$ cat src/rtl/multibyte_adder_pkg.sv
// Shared types and constants for the byte-serial multi-byte adder.
// The optional subtract mode is selected with MULTIBYTE_ADDER_SUBTRACT_EN.
package multibyte_adder_pkg;

    localparam int BYTE_W = 8;

    typedef enum logic [1:0] {
        IDLE = 2'd0,
        RUN  = 2'd1,
        DONE = 2'd2
    } state_e;

    // Byte-index counter width; at least one bit even for the 2-byte case.
    function automatic int idx_w(input int nbytes);
        return (nbytes <= 2) ? 1 : $clog2(nbytes);
    endfunction

endpackage

$ cat src/rtl/multibyte_adder_seq_adder.sv
// 8-bit combinational adder with carry, signed-overflow and zero flags.
module adder
    import multibyte_adder_pkg::*;
(
    input  logic [BYTE_W-1:0] a,
    input  logic [BYTE_W-1:0] b,
    input  logic              cin,
    output logic [BYTE_W-1:0] sum,
    output logic              C,
    output logic              V,
    output logic              Z
);

    logic [BYTE_W:0] full;

    always_comb begin
        full = {1'b0, a} + {1'b0, b} + {{BYTE_W{1'b0}}, cin};
        sum  = full[BYTE_W-1:0];
        C    = full[BYTE_W];
        V    = (a[BYTE_W-1] == b[BYTE_W-1]) && (full[BYTE_W-1] != a[BYTE_W-1]);
        Z    = (full[BYTE_W-1:0] == '0);
    end

endmodule

$ cat src/rtl/multibyte_adder_seq.sv
// Byte-serial wide adder: one 8-bit adder slice per clock, LSB first, start/done handshake.
// Define MULTIBYTE_ADDER_SUBTRACT_EN to add the `sub` port (A - B mode).
module multibyte_adder_seq
    import multibyte_adder_pkg::*;
#(
    parameter int NBYTES = 4
) (
    input  logic                     clk,
    input  logic                     rst_n,
    input  logic                     start,
    input  logic [BYTE_W*NBYTES-1:0] op_a,
    input  logic [BYTE_W*NBYTES-1:0] op_b,
    input  logic                     cin,
`ifdef MULTIBYTE_ADDER_SUBTRACT_EN
    input  logic                     sub,
`endif
    output logic                     busy,
    output logic                     done,
    output logic [BYTE_W*NBYTES-1:0] result,
    output logic                     carry_out,
    output logic                     overflow,
    output logic                     zero
);

    localparam int W  = BYTE_W * NBYTES;
    localparam int IW = idx_w(NBYTES);

    typedef logic [IW-1:0] idx_t;

    localparam idx_t LAST = idx_t'(NBYTES - 1);

    state_e         state_q, state_d;
    idx_t           idx_q, idx_d;
    logic [W-1:0]   a_q, a_d;
    logic [W-1:0]   b_q, b_d;
    logic           carry_q, carry_d;
    logic           zacc_q, zacc_d;
    logic [W-1:0]   result_q, result_d;
    logic           cout_q, cout_d;
    logic           ovf_q, ovf_d;
    logic           zero_q, zero_d;

    logic [BYTE_W-1:0] add_a, add_b, add_sum;
    logic              add_c, add_v, add_z;

    assign add_a = a_q[BYTE_W*idx_q +: BYTE_W];
    assign add_b = b_q[BYTE_W*idx_q +: BYTE_W];

    adder u_adder (
        .a   (add_a),
        .b   (add_b),
        .cin (carry_q),
        .sum (add_sum),
        .C   (add_c),
        .V   (add_v),
        .Z   (add_z)
    );

    always_comb begin
        state_d  = state_q;
        idx_d    = idx_q;
        a_d      = a_q;
        b_d      = b_q;
        carry_d  = carry_q;
        zacc_d   = zacc_q;
        result_d = result_q;
        cout_d   = cout_q;
        ovf_d    = ovf_q;
        zero_d   = zero_q;

        case (state_q)
            IDLE: begin
                if (start) begin
                    state_d  = RUN;
                    a_d      = op_a;
                    idx_d    = '0;
                    zacc_d   = 1'b1;
                    result_d = '0;
                    cout_d   = 1'b0;
                    ovf_d    = 1'b0;
                    zero_d   = 1'b0;
`ifdef MULTIBYTE_ADDER_SUBTRACT_EN
                    // B is stored pre-inverted so RUN needs no knowledge of the mode.
                    b_d      = sub ? ~op_b : op_b;
                    carry_d  = sub ? 1'b1 : cin;
`else
                    b_d      = op_b;
                    carry_d  = cin;
`endif
                end
            end
            RUN: begin
                result_d[BYTE_W*idx_q +: BYTE_W] = add_sum;
                carry_d = add_c;
                zacc_d  = zacc_q & add_z;
                if (idx_q == LAST) begin
                    state_d = DONE;
                    idx_d   = '0;
                    cout_d  = add_c;
                    ovf_d   = add_v;
                    zero_d  = zacc_q & add_z;
                end else begin
                    idx_d = idx_q + idx_t'(1);
                end
            end
            DONE: begin
                state_d = IDLE;
            end
            default: begin
                state_d = IDLE;
            end
        endcase
    end

    always_ff @(posedge clk or negedge rst_n) begin
        if (!rst_n) begin
            state_q  <= IDLE;
            idx_q    <= '0;
            a_q      <= '0;
            b_q      <= '0;
            carry_q  <= 1'b0;
            zacc_q   <= 1'b0;
            result_q <= '0;
            cout_q   <= 1'b0;
            ovf_q    <= 1'b0;
            zero_q   <= 1'b0;
        end else begin
            state_q  <= state_d;
            idx_q    <= idx_d;
            a_q      <= a_d;
            b_q      <= b_d;
            carry_q  <= carry_d;
            zacc_q   <= zacc_d;
            result_q <= result_d;
            cout_q   <= cout_d;
            ovf_q    <= ovf_d;
            zero_q   <= zero_d;
        end
    end

    assign busy      = (state_q != IDLE);
    assign done      = (state_q == DONE);
    assign result    = result_q;
    assign carry_out = cout_q;
    assign overflow  = ovf_q;
    assign zero      = zero_q;

endmodule

$ cat config.mk
export PLATFORM = sky130hd
export DESIGN_NAME = multibyte_adder_seq
export DESIGN_NICKNAME = d
export VERILOG_FILES = /design/src/rtl/multibyte_adder_pkg.sv /design/src/rtl/multibyte_adder_seq_adder.sv /design/src/rtl/multibyte_adder_seq.sv
export SDC_FILE = /design/constraint.sdc
export NUM_CORES = 1
export LEC_CHECK = 0
export BUFFER_PORTS_ARGS = -buffer_cell sky130_fd_sc_hd__buf_2
export CAP_MARGIN = 20
export CORE_MARGIN = 2
export CORE_UTILIZATION = 30
export CTS_CLUSTER_SIZE = 14
export DETAILED_ROUTE_END_ITERATION = 16
export MAX_ROUTING_LAYER = met4
export PLACE_DENSITY = 0.55
export SYNTH_ARGS = -nofsm -noshare
export SYNTH_HDL_FRONTEND = slang
export SYNTH_SLANG_ARGS = --single-unit
$ cat constraint.sdc
create_clock -name clk -period 9.18 [get_ports clk]
set_input_delay 1.377 -clock clk [delete_from_list [all_inputs] [get_ports clk]]
set_output_delay 1.377 -clock clk [all_outputs]
set_load 0.02 [all_outputs]
; After elaboration in Yosys (flattened, before gate mapping)
; Index checks and enable logic that the tools add are counted.
[totals]
ramBits = 0
wordCells = 55
ff_bits = 105
romBits = 0
input_bits = 68
memories = 0
latchBits = 0
[classes]
muxes = 20
eq_ne = 7
n_lt_le_gt_ge = 0
bitwise = 1
reduce_logical = 9
div_mod_pow = 0
n_shift = 4
n_mul = 0
add_sub_neg = 4
[op_table]
columns = cell, n
row1 = $pmux W32 S2, 1
row2 = $shiftx A32 B6 Y8, 2
row3 = $neg A5 Y34, 1
row4 = $shift A8 B34 Y32 const A, 1
row5 = $shiftx A8 B34 Y32, 1
row6 = $bwmux W32, 1
row7 = $mux W32, 1
row8 = $pmux W1 S2, 5
row9 = $add A8 B8 Y9, 1
row10 = $add A9 B1 Y9, 1
row11 = $logic_not A8 Y1, 1
row12 = $mux W2, 4
row13 = $pmux W2 S2, 2
row14 = $mux W1, 6
row15 = $reduce_and A2 Y1, 3
row16 = $eq A2 B2 Y1 const B, 2
row17 = $ne A2 B2 Y1 const B, 2
row18 = $reduce_bool A2 Y1, 2
row19 = $reduce_and A3 Y1, 1
row20 = $add A2 B1 Y2 const B, 1
row21 = $eq A2 B1 Y1 const B, 1
row22 = $logic_not A2 Y1, 1
row23 = $and A1 B1 Y1, 1
row24 = $eq A1 B1 Y1, 1
row25 = 2 further kinds, 2

; Logic depth before layout (Yosys ltp)
[logic_depth]
word_depth = 7
ltp_mapped = 11
mapped_depth_nobuf = 10

; Hierarchy
; From an unflattened synthesis, not the netlist that was laid out.
[unflattened]
hier_cells = 339
hier_area_um2 = 4922.2
[by_module_without_submodules]
columns = mod, seq_area_each_um2, cells_per_inst, instances, area_each_um2
row1 = multibyte_adder_seq, 2627.5, 281, 1, 4485.6
row2 = adder, 0.0, 58, 1, 436.7

; Least setup slack after synthesis
; OpenSTA, ideal clock, no wires.
[synth_timing]
path_kind = flip-flop to flip-flop
start = reg idx_q[0]
end = reg zero_q, in the netlist zero
setup_slack_ps = 5879
required_ps = 9088
stages_incl_launch_ff = 10
path_buffers = 2
synth_period_minus_slack_ps = 3301
arrival_time_ps = 3209
path_cell_list = dfrtp_1 buf_2 buf_2 mux4_2 ha_1 a21o_1 a311oi_2 xnor2_1 or4_4 o31ai_2
[synth_via]
elab_chain_len = 7
word_cells_on_any_way = 11
[synth_lines]
columns = element, line_no
row1 = start: declaration, multibyte_adder_seq.sv:33  ; idx_t idx_q, idx_d;
row2 = start signal: assignment, multibyte_adder_seq.sv:129  ; idx_q <= idx_d;
row3 = "$shiftx A32 B6 Y8, on equally long branches", "multibyte_adder_seq.sv:46, multibyte_adder_seq.sv:47"
row4 = $add A8 B8 Y9, multibyte_adder_seq_adder.sv:17  ; full = {1'b0, a} + {1'b0, b} + {{BYTE_W{1'b0}}, cin};
row5 = $add A9 B1 Y9, multibyte_adder_seq_adder.sv:17
row6 = $logic_not A8 Y1, multibyte_adder_seq_adder.sv:21  ; Z = (full[BYTE_W-1:0] == '0);
row7 = $and A1 B1 Y1, multibyte_adder_seq.sv:101  ; zero_d = zacc_q & add_z;
row8 = $mux W1, multibyte_adder_seq.sv:96  ; if (idx_q == LAST) begin
row9 = $pmux W1 S2, multibyte_adder_seq.sv:71  ; case (state_q)
row10 = end signal: assignment, multibyte_adder_seq.sv:137  ; zero_q <= zero_d;
row11 = end: declaration, multibyte_adder_seq.sv:41  ; logic zero_q, zero_d;
; Parallel ways exist; a longest one is shown, timed or not. The select of a mux whose other input is x is not followed.
; A chain may end at the register's enable or synchronous reset.

; Worst setup path in the final report
[layout_timing]
start = reg idx_q[1]
end = reg zero_q, in the netlist zero
; Same word-level chain as after synthesis.

==> flow_summary.ini <==
[route]
route.detailed.wl_per_inst_um = 14.91
via_per_inst = 4.592
drtIter0Drc = 186
vias = 3527
first_pass_iters = 5
drt-total-wl_um = 11450
antenna_left = 0
route.detailed.drc = 0

[critical_path]
cp_cell_sequence = mux4_2, fa_1, inv_1, fa_1, nor2b_1, o2111ai_1, nand2_1, xor2_1, or4_4, o31ai_2
crit_fanout = 19
cp_slowest_cell = dfrtp_1
reg2reg_depth = 10
arrival_ns = 3.74
reg2reg_to = zero
cpPeakStageDelay_ns = 0.83
path_class = flop to flop
r2r_slack_ns = 5.69
required_ns = 9.43
cp-end-kind = flop
critPathMostFrequentCell = fa_1
critPathTopFamily = flip-flops
r2r-start = idx_q[1]
path_buf_inv = 1
cp-start-kind = flop

[clock_network]
clock_path_buffers = 2
cts_num_sinks = 105
insertion_delay_ns = 0.34
post_cts_buffers = 0
htree_levels = 3
numCtsBuffers = 9
cts_hold_buf = 0
path_clk_slew_ns = 0.07
cts-root-buf = clkbuf_16
cts_tree = built
ctsResizeCount = 0

[power_and_ir_drop]
total_power_mw = 2.352
leakagePower_nw = 3.020
power.density_nw_per_um2 = 409.7
max-vdd-ir-drop_v = 0.0002508

[synth]
synth.most_common_cell = nand2_1
synth_cells = 455
synth_edf_count = 0
yosysTopAreaCell = dfrtp_1
yosysWarnings = 0
postSynthNetCount = 536
synth_area_um2 = 4693
synthArstFlopShare_pct = 100.0
synth_top_area_share_pct = 55.99
synth_seq_cells = 105
synth_common_cells = 203 x nand2_1, 105 x dfrtp_1, 25 x a22o_1
synth_ff_type = dfrtp_1
synth.distinct_cells = 37
avgSynthCellArea_um2 = 10.31
synth-seq-area-share_pct = 55.99
synth_area_leaders = dfrtp_1 56%, nand2_1 16%, mux4_2 7.7%, a22o_1 4.7%, ha_1 2.9%

[sta]
tightest_slew_ns = 1.011
relSlewSlack_pct = 32.09
setup_viol = 0
finalMaxSlewViolations = 0
rsz0062_at_grt = no
max_freq_mhz = 286.7
period_share_pct = 38.00
hold_violations = 0
setup-tns-final_ns = 0
skew_ns = 0.009758
fin_crit_ns = 3.488

[floorplanning]
start_util_pct = 30.76
coreArea_um2 = 15260
die_h_um = 129.1
die_w_um = 129.1
num_io_pins = 105
die_area_um2 = 16660
rows = 45

[global_route]
grt_pass1_wl_um = 19060
grt_pass1_vias = 3746
grt_antenna_before_repair = 0
grt_usage_pct = 15.19
overflow = 0
grt_max_degree = 72

[final_layout]
n_antenna_cell = 0
area_delta_synth_final_pct = 22.34
nets = 633
nFillCells = 1583
drive_gt1_share_pct = 26.75

[place]
routabilityCongestion = 0.8013
port_buffers = 104
hpwl_um = 8603

[hold_path]
whs_endpoint = b_q[17]
min_from = b_q[17]
holdPathStages = 2
hold_class = flop to flop

[job]
cap_violations = 0

[run_status]
status = completed
worst max-delay path by stage:
| stage | from | to | slack, ns | cells past startpoint |
|---|---|---|---|---|
| after CTS | idx_q[1] | zero | 5.68 | 10 |
| after detailed placement | idx_q[1] | zero | 5.69 | 10 |
| after floorplan | idx_q[0] | zero | 5.88 | 9 |
| after global placement | idx_q[1] | zero | 5.83 | 10 |
| final | idx_q[1] | zero | 5.69 | 10 |
| after global routing | idx_q[1] | zero | 5.46 | 10 |
final cells by class:
cell class | instances | area (µm²) | share of cell area, %
flip-flops and latches | 105 | 2628 | 45.76
repair buffers | 109 | 573.1 | 9.980
clock buffers | 11 | 242.7 | 4.228
well taps | 211 | 264.0 | 4.598
clock inverters | 5 | 62.56 | 1.090
multi-input cells | 315 | 1927 | 33.56
inverters | 12 | 45.04 | 0.7845
metrics by stage:
step                utilization [%]  cell area (µm²)  cells  hold WS (ns)  worst slack (ns)
floorplan                         -             4693    455        0.4403             5.879
global placement              35.50             5416    751        0.4542             5.828
detailed placement            35.63             5436    752        0.4616             5.687
CTS                           37.63             5742    768        0.4796             5.677
global route                  37.63             5742    768        0.5026             5.457
finish                        37.63             5742    768        0.4732             5.692
worst min-delay path: cells and delay by family, from the launching register on:
kind,cells,cell delay (ns)
simple gates,2,0.10
flops,1,0.34
power by group:
| group | total (mW) | internal, mW | switching, mW |
|---|---|---|---|
| Sequential | 0.780 | 0.655 | 0.125 |
| Clock | 0.385 | 0.220 | 0.165 |
| Combinational | 1.19 | 0.443 | 0.744 |
state kept, by name, summed over array words and instances (netlist names):
name	flops
result	32
idx_q	2
overflow	1
state_q	2
zero	1
b_q	32
zacc_q	1
carry_out	1
carry_q	1
a_q	32
metal layers:
layer  GRT usage [%]  vias to the layer above  share of wire (%)
met1           19.78                     1702                 45
li1                -                     1715                  -
met4           4.348                        0                1.2
met2           24.40                      102                 49
met3           2.890                        8                4.6
met5               -                        -                  0
kinds of logic after synthesis:
| group | share of synthesized area (%) |
|---|---|
| buffers and inverters | 3.039 |
| XOR/XNOR | 1.306 |
| flip-flops | 55.99 |
| AO/OA/AOI/OAI | 9.277 |
| adder cells (fa/ha/maj) | 3.786 |
| multiplexers | 7.678 |
| AND/OR/NAND/NOR | 18.93 |
layout by cell type, fill, tap and decap left out, types with 2 or more instances in the layout:
| cell | n |
|---|---|
| ha_1 | 11 |
| o31ai_1 | 2 |
| o21ai_0 | 7 |
| a22o_1 | 25 |
| a21oi_1 | 8 |
| o21bai_1 | 2 |
| xnor2_1 | 4 |
| xor2_1 | 3 |
| nand3_1 | 2 |
| fa_1 | 2 |
| a22o_2 | 4 |
| buf_2 | 103 |
| nand2_1 | 202 |
| and3_1 | 2 |
| clkbuf_16 | 9 |
| nor2_1 | 4 |
| nor2b_1 | 3 |
| dfrtp_1 | 105 |
| inv_1 | 12 |
| mux4_2 | 16 |
| nor3_1 | 2 |
| buf_4 | 5 |
| clkinvlp_4 | 2 |
Power figures use the tool's default switching activity.
